[src/rtl/eye_centroid.sv]
// eye_centroid: binarised eye-region pixel stream -> 10.4 centroid of foreground pixels; result 16 cycles after end of frame.
// Optional CENTROID_MINPIX_EN: frames with fewer than MIN_PIX foreground pixels report cent_found=0 instead of a centroid.
module eye_centroid #(
  parameter int IMG_W   = 320,
  parameter int IMG_H   = 240,
  parameter int MIN_PIX = 16
) (
  input  logic        clk,
  input  logic        rst_n,
  input  logic        pix_valid,
  input  logic        pix_sof,
  input  logic        pix_bin,
  output logic [13:0] eye_x,
  output logic [13:0] eye_y,
  output logic        cent_valid,
  output logic        cent_found,
  output logic        busy
);
  localparam int CW = $clog2(IMG_W * IMG_H + 1);
  localparam int SW = CW + 10;
`ifdef CENTROID_MINPIX_EN
  localparam int THR = MIN_PIX;
`else
  localparam int THR = 1 + 0 * MIN_PIX;
`endif
  localparam logic [CW:0] THR_C    = (CW+1)'(THR);
  localparam logic [9:0]  LAST_COL = 10'(IMG_W - 1);
  localparam logic [9:0]  LAST_ROW = 10'(IMG_H - 1);
  // Position of the pixel that follows (0,0).
  localparam logic [9:0]  COL1     = (IMG_W == 1) ? 10'd0 : 10'd1;
  localparam logic [9:0]  ROW1     = (IMG_W == 1) ? 10'd1 : 10'd0;

  typedef enum logic {WAIT_SOF, ACCUM} acc_state_t;
  typedef enum logic {DIV_IDLE, DIV_RUN} div_state_t;

  acc_state_t    acc_state, acc_next;
  div_state_t    div_state, div_next;
  logic [9:0]    col, row;
  logic [SW-1:0] sum_x, sum_y;
  logic [CW-1:0] cnt;
  logic          sof, step, eof, eof_pend;

  assign sof  = pix_valid & pix_sof;
  assign step = pix_valid & ~pix_sof & (acc_state == ACCUM);
  assign eof  = step & (col == LAST_COL) & (row == LAST_ROW);

  always_ff @(posedge clk or negedge rst_n) begin
    if (!rst_n) acc_state <= WAIT_SOF;
    else        acc_state <= acc_next;
  end

  always_comb begin
    acc_next = acc_state;
    if (sof)      acc_next = ACCUM;
    else if (eof) acc_next = WAIT_SOF;
  end

  always_ff @(posedge clk or negedge rst_n) begin
    if (!rst_n) begin
      col      <= '0;
      row      <= '0;
      sum_x    <= '0;
      sum_y    <= '0;
      cnt      <= '0;
      eof_pend <= 1'b0;
    end else begin
      eof_pend <= eof;
      if (sof) begin
        col   <= COL1;
        row   <= ROW1;
        sum_x <= '0;
        sum_y <= '0;
        cnt   <= CW'(pix_bin);
      end else if (step) begin
        if (pix_bin) begin
          sum_x <= sum_x + SW'(col);
          sum_y <= sum_y + SW'(row);
          cnt   <= cnt + CW'(1);
        end
        if (col == LAST_COL) begin
          col <= '0;
          row <= row + 10'd1;
        end else begin
          col <= col + 10'd1;
        end
      end
    end
  end

  // Dividend is sum<<4. Its bits above the 14 quotient bits are always below cnt,
  // so they seed the partial remainder and only the low 14 bits need iterating.
  logic [CW-1:0] dcnt, rem_x, rem_y, nrem_x, nrem_y;
  logic [CW:0]   dcnt_w, trial_x, trial_y;
  logic [13:0]   quo_x, quo_y;
  logic          ge_x, ge_y, skip;
  logic [3:0]    iter;

  assign dcnt_w  = {1'b0, dcnt};
  assign trial_x = {rem_x, quo_x[13]};
  assign trial_y = {rem_y, quo_y[13]};
  assign ge_x    = (trial_x >= dcnt_w);
  assign ge_y    = (trial_y >= dcnt_w);
  assign nrem_x  = ge_x ? CW'(trial_x - dcnt_w) : trial_x[CW-1:0];
  assign nrem_y  = ge_y ? CW'(trial_y - dcnt_w) : trial_y[CW-1:0];
  assign busy    = (div_state == DIV_RUN);

  always_ff @(posedge clk or negedge rst_n) begin
    if (!rst_n) div_state <= DIV_IDLE;
    else        div_state <= div_next;
  end

  always_comb begin
    div_next = div_state;
    case (div_state)
      DIV_IDLE: if (eof_pend) div_next = DIV_RUN;
      DIV_RUN:  if (skip || iter == 4'd14) div_next = DIV_IDLE;
      default:  div_next = DIV_IDLE;
    endcase
  end

  always_ff @(posedge clk or negedge rst_n) begin
    if (!rst_n) begin
      dcnt       <= '0;
      rem_x      <= '0;
      rem_y      <= '0;
      quo_x      <= '0;
      quo_y      <= '0;
      skip       <= 1'b0;
      iter       <= '0;
      eye_x      <= '0;
      eye_y      <= '0;
      cent_valid <= 1'b0;
      cent_found <= 1'b0;
    end else begin
      cent_valid <= 1'b0;
      if (eof_pend) begin
        rem_x <= sum_x[SW-1:10];
        rem_y <= sum_y[SW-1:10];
        quo_x <= {sum_x[9:0], 4'b0000};
        quo_y <= {sum_y[9:0], 4'b0000};
        dcnt  <= cnt;
        skip  <= ({1'b0, cnt} < THR_C);
        iter  <= '0;
      end else if (div_state == DIV_RUN) begin
        if (skip) begin
          cent_valid <= 1'b1;
          cent_found <= 1'b0;
        end else if (iter == 4'd14) begin
          eye_x      <= quo_x;
          eye_y      <= quo_y;
          cent_found <= 1'b1;
          cent_valid <= 1'b1;
        end else begin
          rem_x <= nrem_x;
          rem_y <= nrem_y;
          quo_x <= {quo_x[12:0], ge_x};
          quo_y <= {quo_y[12:0], ge_y};
          iter  <= iter + 4'd1;
        end
      end
    end
  end
endmodule

[config.mk]
export PLATFORM = sky130hd
export DESIGN_NAME = eye_centroid
export DESIGN_NICKNAME = d
export VERILOG_FILES = /design/src/rtl/eye_centroid.sv
export SDC_FILE = /design/constraint.sdc
export NUM_CORES = 1
export LEC_CHECK = 0
export BUFFER_PORTS_ARGS = -buffer_cell sky130_fd_sc_hd__buf_2
export CORE_UTILIZATION = 25
export DETAILED_ROUTE_END_ITERATION = 8
export PLACE_DENSITY_LB_ADDON = 0.12
export SLEW_MARGIN = 20
export SYNTH_ARGS = -nofsm -noshare
export SYNTH_HDL_FRONTEND = slang
export SYNTH_SLANG_ARGS = --single-unit
[constraint.sdc]
create_clock -name clk -period 5.3 [get_ports clk]
set_input_delay 1.06 -clock clk [delete_from_list [all_inputs] [get_ports clk]]
set_output_delay 1.06 -clock clk [all_outputs]
set_load 0.005 [all_outputs]
==> tab_implementation.tex, run 1 <==
\begin{tabular}{lr}
\hline
Metric & Value \\
\hline
\multicolumn{2}{l}{\textbf{Timing}} \\
Slew headroom & 25.9\% \\
Max-slew violation total from the final report & 0 \\
Final count of negative-setup-slack endpoints & 0 \\
Final total negative setup slack & 0 ns \\
Total count of hold-check failures in the final report & 0 \\
Min Clock Period, post-route & 3.07 ns \\
Post-route setup slack & 2.23 ns \\
Maximum achievable frequency & 326 MHz \\
Worst clock skew on the final layout & 0.0189 ns \\
Setup repair after global routing missed its margin & false \\
Transition time at the pin with the least slew margin & 1.10 ns \\
Crit share post-route & 57.9\% \\
\multicolumn{2}{l}{\textbf{Setup path}} \\
Biggest fanout along the worst timing path & 12 \\
Crit start category & flop \\
Sort of element at the end of the critical path & flop \\
Setup CP Type & flop to flop \\
Worst path arrival time & 3.47 ns \\
Data required time at the worst endpoint & 5.70 ns \\
\multicolumn{2}{l}{\textbf{Place}} \\
Worst slack at placement & 1.90 ns \\
GP Congestion & 0.809 \\
Post-DP HPWL & 24700 µm \\
Placed Cells & 1871 \\
Buffers on Ports & 35 \\
\multicolumn{2}{l}{\textbf{Routing}} \\
Drc violations & 4 \\
Post-detailed-route wirelength per cell & 18.1 µm \\
Vias & 9295 \\
Remaining antenna violation count after routing & 0 \\
Number of design-rule violations left by the first detailed-router iteration & 493 \\
Routed wire length & 34900 µm \\
DR vias/cell & 4.83 \\
Pre-antenna DRT Iters & 6 \\
\multicolumn{2}{l}{\textbf{Clock tree}} \\
Count of clock tree sinks & 208 \\
TritonCTS clock tree & yes \\
Buffers from clock root to sink, at most & 3 \\
Setup fix buffers added after clock tree synthesis & 0 \\
Quantity of hold-fixing buffers added after cts & 0 \\
Clk pin slew, worst setup/hold paths & 0.06 ns \\
CTS H-Tree Depth & 1 \\
\# resized after CTS & 0 \\
Clock root buffer master & sky130\_fd\_sc\_hd\_\_clkbuf\_16 \\
Clock latency reported for the late side of the worst-skew pair & 0.58 ns \\
Total clock buffers created by CTS & 28 \\
\multicolumn{2}{l}{\textbf{Synth}} \\
Cell variety after synth & 64 \\
Proportion of netlist area held by the largest area contributor & 43.6\% \\
Dominant synthesized flop cell & sky130\_fd\_sc\_hd\_\_dfrtp\_1 \\
Cell type with the highest aggregate area in the netlist & sky130\_fd\_sc\_hd\_\_dfrtp\_1 \\
Per-instance average area after synthesis & 9.37 µm² \\
Number of instances in the synthesized netlist & 1274 \\
Register bit count reported by yosys & 208 \\
Ys Warns & 0 \\
Top cells by area in the synthesized netlist & sky130\_fd\_sc\_hd\_\_dfrtp\_1 44\%, sky130\_fd\_sc\_hd\_\_ha\_1 6.2\%, sky130\_fd\_sc\_hd\_\_nand2\_1 5.3\%, sky130\_fd\_sc\_hd\_\_o21ai\_0 3.9\%, sky130\_fd\_sc\_hd\_\_mux2i\_1 3.6\% \\
Number of flops mapped to enable cells by yosys & 0 \\
Share of synthesized flip-flops with an asynchronous set or reset & 100\% \\
Mapped cell area & 11900 µm² \\
Share of synthesized area occupied by flip-flops and latches & 43.6\% \\
Post-Syn Nets & 1342 \\
\multicolumn{2}{l}{\textbf{Global route}} \\
Gr usage total & 14.7\% \\
Largest net degree at the start of global routing & 103 \\
Initial antenna violation count & 2 \\
Via count of the first global-routing pass & 9284 \\
Global-route wire length before repair & 55700 µm \\
Overflow left after global routing & 0 \\
\multicolumn{2}{l}{\textbf{Cells and area}} \\
Synth-to-layout area growth & 15.7\% \\
Final Non-Filler Cells & 1923 \\
Fraction of the core area covered by cells at the end of the flow & 29.5\% \\
Commonest cells after routing, fill and taps aside & 207 x sky130\_fd\_sc\_hd\_\_dfrtp\_1, 170 x sky130\_fd\_sc\_hd\_\_nand2\_1, 97 x sky130\_fd\_sc\_hd\_\_nor2\_1, 92 x sky130\_fd\_sc\_hd\_\_o21ai\_0, 68 x sky130\_fd\_sc\_hd\_\_a21oi\_1 \\
Most common library cell in the layout ignoring fill and taps & sky130\_fd\_sc\_hd\_\_dfrtp\_1 \\
Fraction of layout instances using a drive strength above 1 & 10.9\% \\
Final-layout fill cell count & 4991 \\
NumNets Final & 1362 \\
\multicolumn{2}{l}{\textbf{Die}} \\
Effective utilization at floorplan & 25.5\% \\
Core box area & 46900 µm² \\
Y dimension of the die & 221 µm \\
Row cnt & 79 \\
Count of pins on the block boundary & 36 \\
Chip Width & 221 µm \\
Floorplan die area & 48600 µm² \\
\multicolumn{2}{l}{\textbf{Power and ir drop}} \\
Worst-case vdd ir drop & 0.225 mV \\
Areal power density over the cells & 283 nW/µm² \\
Power consumption & 3.91 mW \\
Leakage power & 6.42 nW \\
\multicolumn{2}{l}{\textbf{Job}} \\
Total of max-cap violations & 0 \\
\multicolumn{2}{l}{\textbf{Min path}} \\
Worst hold path type & flop to flop \\
\multicolumn{2}{l}{\textbf{Run status}} \\
Result of the run & finished, violations left \\
Failing checks & DRC \\
\hline
\end{tabular}
-- where the power goes --
group	internal, mW	switching, mW	total [mW]
Sequential	1.60	0.0266	1.63
Combinational	0.0330	0.0892	0.122
Clock	1.37	0.789	2.16
-- cell type report --
cell class	instances	area (µm²)	share of cell area (%)
Multi-Input combinational cell	968	6340	45.9
Sequential cell	208	5210	37.7
Clock buffer	33	759	5.50
Tap cell	607	759	5.50
Clock inverter	18	302	2.18
Timing Repair Buffer	49	290	2.10
Inverter	39	146	1.06
Antenna cell	1	2.50	0.0181
-- flip-flops by register name, indices dropped and copies added, names as in the netlist, 4 cells and up --
| signal | flops |
|---|---|
| cnt | 17 |
| col | 10 |
| dcnt | 17 |
| eye_x | 14 |
| eye_y | 14 |
| iter | 4 |
| quo_x | 14 |
| quo_y | 14 |
| rem_x | 17 |
| rem_y | 17 |
| row | 10 |
| sum_x | 27 |
| sum_y | 27 |
-- cells in the mapped netlist, types with 7 or more instances --
library cell,number
sky130_fd_sc_hd__nor3_1,14
sky130_fd_sc_hd__and3_1,24
sky130_fd_sc_hd__o21ai_0,92
sky130_fd_sc_hd__mux2i_1,43
sky130_fd_sc_hd__a211oi_1,15
sky130_fd_sc_hd__a21o_1,23
sky130_fd_sc_hd__o21a_1,10
sky130_fd_sc_hd__nand4_1,27
sky130_fd_sc_hd__xor2_1,48
sky130_fd_sc_hd__a31oi_1,13
sky130_fd_sc_hd__nand3_1,39
sky130_fd_sc_hd__clkbuf_1,43
sky130_fd_sc_hd__and2_1,9
sky130_fd_sc_hd__buf_2,9
sky130_fd_sc_hd__o221ai_1,15
sky130_fd_sc_hd__xnor2_1,47
sky130_fd_sc_hd__ha_1,59
sky130_fd_sc_hd__dfrtp_1,208
sky130_fd_sc_hd__inv_1,39
sky130_fd_sc_hd__or3_1,9
sky130_fd_sc_hd__nor2_1,97
sky130_fd_sc_hd__nand2_1,170
sky130_fd_sc_hd__and4_1,9
sky130_fd_sc_hd__o21ai_1,16
sky130_fd_sc_hd__a21oi_1,69
sky130_fd_sc_hd__o21bai_1,7
sky130_fd_sc_hd__nand2b_1,8
sky130_fd_sc_hd__mux2_2,28
sky130_fd_sc_hd__a22o_1,11
sky130_fd_sc_hd__o31ai_1,7
-- cells by family (layout without fill, tap and decap cells) --
logic type,after synthesis,after routing,share of synthesized area [%]
DFF,208,208,43.6
AOI/OAI and AO/OA,308,308,16.1
other,0,1,0
xor gates and xnor gates,95,95,6.97
and+or+nand+nor,431,431,16.9
buffers and inverters,98,139,3.33
muxes,71,71,6.25
adders and majority gates,63,63,6.85
-- critical path, stage by stage, from the launching register on --
cell,delay (ns)
sky130_fd_sc_hd__dfrtp_1,0.36
sky130_fd_sc_hd__inv_1,0.10
sky130_fd_sc_hd__ha_1,0.18
sky130_fd_sc_hd__inv_1,0.06
sky130_fd_sc_hd__fa_1,0.40
sky130_fd_sc_hd__a21o_1,0.17
sky130_fd_sc_hd__a21oi_1,0.32
sky130_fd_sc_hd__o21a_1,0.21
sky130_fd_sc_hd__o211ai_1,0.15
sky130_fd_sc_hd__a21oi_2,0.59
sky130_fd_sc_hd__mux2i_1,0.26
sky130_fd_sc_hd__o221ai_1,0.12
-- metal layers --
| layer | GRT usage (%) | share of wire, % | vias up |
|---|---|---|---|
| li1 | - | - | 4589 |
| met1 | 22.3 | 52 | 4549 |
| met2 | 22.0 | 44 | 126 |
| met3 | 1.97 | 3.3 | 31 |
| met4 | 3.42 | 1.2 | 0 |
| met5 | 0 | 0 | - |
-- stage by stage --
stage                     instance area [µm²]  hold slack (ns)
after detailed placement                12700            0.493
after floorplan                         11900            0.465
after global routing                    13800            0.518
final                                   13800            0.501
after global placement                  12700            0.483
after CTS                               13800            0.507
-- final timing paths --
| path | from | to | slack [ns] | cells past startpoint |
|---|---|---|---|---|
| worst max-delay path | quo_x[13] | rem_x[1] | 2.23 | 11 |
| worst min-delay path | eye_x[12] | eye_x[12] | 0.50 | 1 |
| worst max register to register | quo_x[13] | rem_x[1] | 2.23 | 11 |
| worst min register to register | eye_x[12] | eye_x[12] | 0.50 | 1 |
| max in group asynchronous | rst_n | sum_x[22] | 3.58 | 2 |
| min in group asynchronous | rst_n | row[0] | 0.53 | 1 |
Note: power is estimated with default switching activity, not from simulation.
==> inputs of run 2 (changes only) <==
==> constraint.sdc (replaced) <==
create_clock -name clk -period 3.1 [get_ports clk]
set_input_delay 0.62 -clock clk [delete_from_list [all_inputs] [get_ports clk]]
set_output_delay 0.62 -clock clk [all_outputs]
set_load 0.005 [all_outputs]
==> run 2 against run 1 <==
Against the previous run:
- critical endpoint is now rem_y[5]
- via count increased by 1.0%
- the run still ends with DRC left
- die area unchanged
- clock power rose by 45%
- clock skew decreased by 0.0012 ns
- total power increased by 57%
- largest power group unchanged
- sequential power rose by 71%
- critical path depth is the same
==> tab_implementation.tex, run 2 (same netlist as run 1, synthesis figures left out) <==
\begin{tabular}{lr}
\hline
Metric & Value \\
\hline
\multicolumn{2}{l}{\textbf{Run status}} \\
Result of the run & finished, violations left \\
Failing checks & DRC \\
\multicolumn{2}{l}{\textbf{Power and ir drop}} \\
Power consumption & 6.15 mW \\
Worst-case vdd ir drop & 0.369 mV \\
Areal power density over the cells & 446 nW/µm² \\
Leakage power & 6.44 nW \\
\multicolumn{2}{l}{\textbf{Job}} \\
Total of max-cap violations & 0 \\
\multicolumn{2}{l}{\textbf{Place}} \\
Buffers on Ports & 35 \\
Post-DP HPWL & 25100 µm \\
GP Congestion & 0.827 \\
\multicolumn{2}{l}{\textbf{Global route}} \\
Overflow left after global routing & 0 \\
Global-route wire length before repair & 55900 µm \\
Initial antenna violation count & 1 \\
Largest net degree at the start of global routing & 72 \\
Gr usage total & 14.8\% \\
Via count of the first global-routing pass & 9436 \\
\multicolumn{2}{l}{\textbf{Die}} \\
Row cnt & 79 \\
Effective utilization at floorplan & 25.5\% \\
Chip Width & 221 µm \\
Y dimension of the die & 221 µm \\
Core box area & 46900 µm² \\
Count of pins on the block boundary & 36 \\
Floorplan die area & 48600 µm² \\
\multicolumn{2}{l}{\textbf{Cells and area}} \\
Most common library cell in the layout ignoring fill and taps & sky130\_fd\_sc\_hd\_\_dfrtp\_1 \\
Commonest cells after routing, fill and taps aside & 207 x sky130\_fd\_sc\_hd\_\_dfrtp\_1, 170 x sky130\_fd\_sc\_hd\_\_nand2\_1, 97 x sky130\_fd\_sc\_hd\_\_nor2\_1, 92 x sky130\_fd\_sc\_hd\_\_o21ai\_0, 69 x sky130\_fd\_sc\_hd\_\_a21oi\_1 \\
Fraction of layout instances using a drive strength above 1 & 11.0\% \\
Fraction of the core area covered by cells at the end of the flow & 29.4\% \\
Inserted Diodes & 0 \\
NumNets Final & 1378 \\
Largest registers ranked by flip-flop count & sum\_x x27, sum\_y x27 \\
Synth-to-layout area growth & 15.5\% \\
\multicolumn{2}{l}{\textbf{Clock tree}} \\
Buffers from clock root to sink, at most & 3 \\
Clk pin slew, worst setup/hold paths & 0.06 ns \\
Total clock buffers created by CTS & 27 \\
Clock root buffer master & sky130\_fd\_sc\_hd\_\_clkbuf\_16 \\
TritonCTS clock tree & yes \\
CTS H-Tree Depth & 1 \\
Clock latency reported for the late side of the worst-skew pair & 0.57 ns \\
Count of clock tree sinks & 208 \\
\multicolumn{2}{l}{\textbf{Timing}} \\
Setup repair after global routing missed its margin & false \\
Crit share post-route & 90.6\% \\
Final count of negative-setup-slack endpoints & 0 \\
Transition time at the pin with the least slew margin & 0.899 ns \\
Worst clock skew on the final layout & 0.0177 ns \\
Slew headroom & 39.8\% \\
Maximum achievable frequency & 356 MHz \\
Total count of hold-check failures in the final report & 0 \\
Max-slew violation total from the final report & 0 \\
Final total negative setup slack & 0 ns \\
Min Clock Period, post-route & 2.81 ns \\
\multicolumn{2}{l}{\textbf{Setup path}} \\
Setup CP Type & flop to flop \\
Biggest fanout along the worst timing path & 15 \\
Worst Reg-to-Reg Cells & 11 \\
Data required time at the worst endpoint & 3.51 ns \\
Crit start category & flop \\
Worst path arrival time & 3.22 ns \\
Sort of element at the end of the critical path & flop \\
\multicolumn{2}{l}{\textbf{Min path}} \\
Worst hold path type & input port to flop \\
Cells on Worst Hold Path & 2 \\
\multicolumn{2}{l}{\textbf{Routing}} \\
Pre-antenna DRT Iters & 7 \\
Vias & 9389 \\
Remaining antenna violation count after routing & 0 \\
Number of design-rule violations left by the first detailed-router iteration & 497 \\
DR vias/cell & 4.86 \\
Drc violations & 2 \\
Routed wire length & 35000 µm \\
Post-detailed-route wirelength per cell & 18.1 µm \\
\hline
\end{tabular}
run 2: cell types whose count changed in the layout (fill, tap and decap cells not counted), moves of 3 or more:
cell / before / now
sky130_fd_sc_hd__buf_12: 0 / 4
sky130_fd_sc_hd__buf_4: 14 / 26
sky130_fd_sc_hd__bufinv_16: 7 / 2
sky130_fd_sc_hd__clkbuf_1: 1 / 6
sky130_fd_sc_hd__clkinv_2: 6 / 3
sky130_fd_sc_hd__clkinvlp_4: 3 / 0
run 2: worst max-delay path: stages, from the launching register on:
cell and delay [ns]:
sky130_fd_sc_hd__dfrtp_1 0.37, sky130_fd_sc_hd__inv_1 0.10, sky130_fd_sc_hd__ha_1 0.17, sky130_fd_sc_hd__inv_1 0.05, sky130_fd_sc_hd__fa_1 0.41, sky130_fd_sc_hd__a211oi_1 0.23, sky130_fd_sc_hd__o21bai_1 0.15, sky130_fd_sc_hd__a31oi_1 0.35
sky130_fd_sc_hd__o21ai_2 0.25, sky130_fd_sc_hd__buf_4 0.27, sky130_fd_sc_hd__mux2i_1 0.17, sky130_fd_sc_hd__o221ai_1 0.12
run 2: repair_timing:
action,in CTS,in global routing
hold endpoints to repair,42,0
hold buffers,1,0
resized for setup,0,0
buffers inserted,0,0
run 2: path summary, 6_finish.rpt:
check                      startpoint   endpoint  slack (ns)
max                         quo_y[13]   rem_y[5]        0.29
max in group asynchronous       rst_n   quo_x[2]        1.74
max reg2reg                 quo_y[13]   rem_y[5]        0.29
min reg2reg                 eye_x[13]  eye_x[13]        0.48
min                           pix_sof     col[9]        0.32
min in group asynchronous       rst_n   sum_y[2]        0.53
run 2: through the flow:
step | hold WS (ns) | setup slack [ns] | std cells | area [µm²]
6_report | 0.318 | 0.291 | 1932 | 13800
5_1_grt | 0.302 | 0.0359 | 1932 | 13800
4_1_cts | 0.276 | 0.280 | 1932 | 13800
3_5_place_dp | 0.467 | 0.293 | 1887 | 12900
3_3_place_gp | 0.462 | 0.339 | 1887 | 12900
2_1_floorplan | 0.324 | 0.626 | 1274 | 11900
run 2: cell type report:
| class | instances | area (µm²) |
|---|---|---|
| fillers | 4949 | 33100 |
| multi-input cells | 968 | 6340 |
| flip-flops and latches | 208 | 5210 |
| clock buffers | 38 | 767 |
| well taps | 607 | 759 |
| repair buffers | 66 | 470 |
| inverters | 39 | 146 |
| clock inverters | 6 | 95.1 |
run 2: where the power goes:
part	switching, mW	leakage [nW]	internal [mW]
Sequential	0.0486	2.89	2.74
Clock	1.26	0.426	1.87
Combinational	0.157	3.12	0.0686
run 2: per-layer routing:
| metal | vias up | track usage [%] | part of all wire [%] |
|---|---|---|---|
| met5 | - | 0 | 0 |
| met4 | 0 | 3.79 | 1.7 |
| met3 | 36 | 1.69 | 3.4 |
| met2 | 133 | 23.2 | 45 |
| met1 | 4608 | 21.5 | 50 |
| li1 | 4612 | - | - |
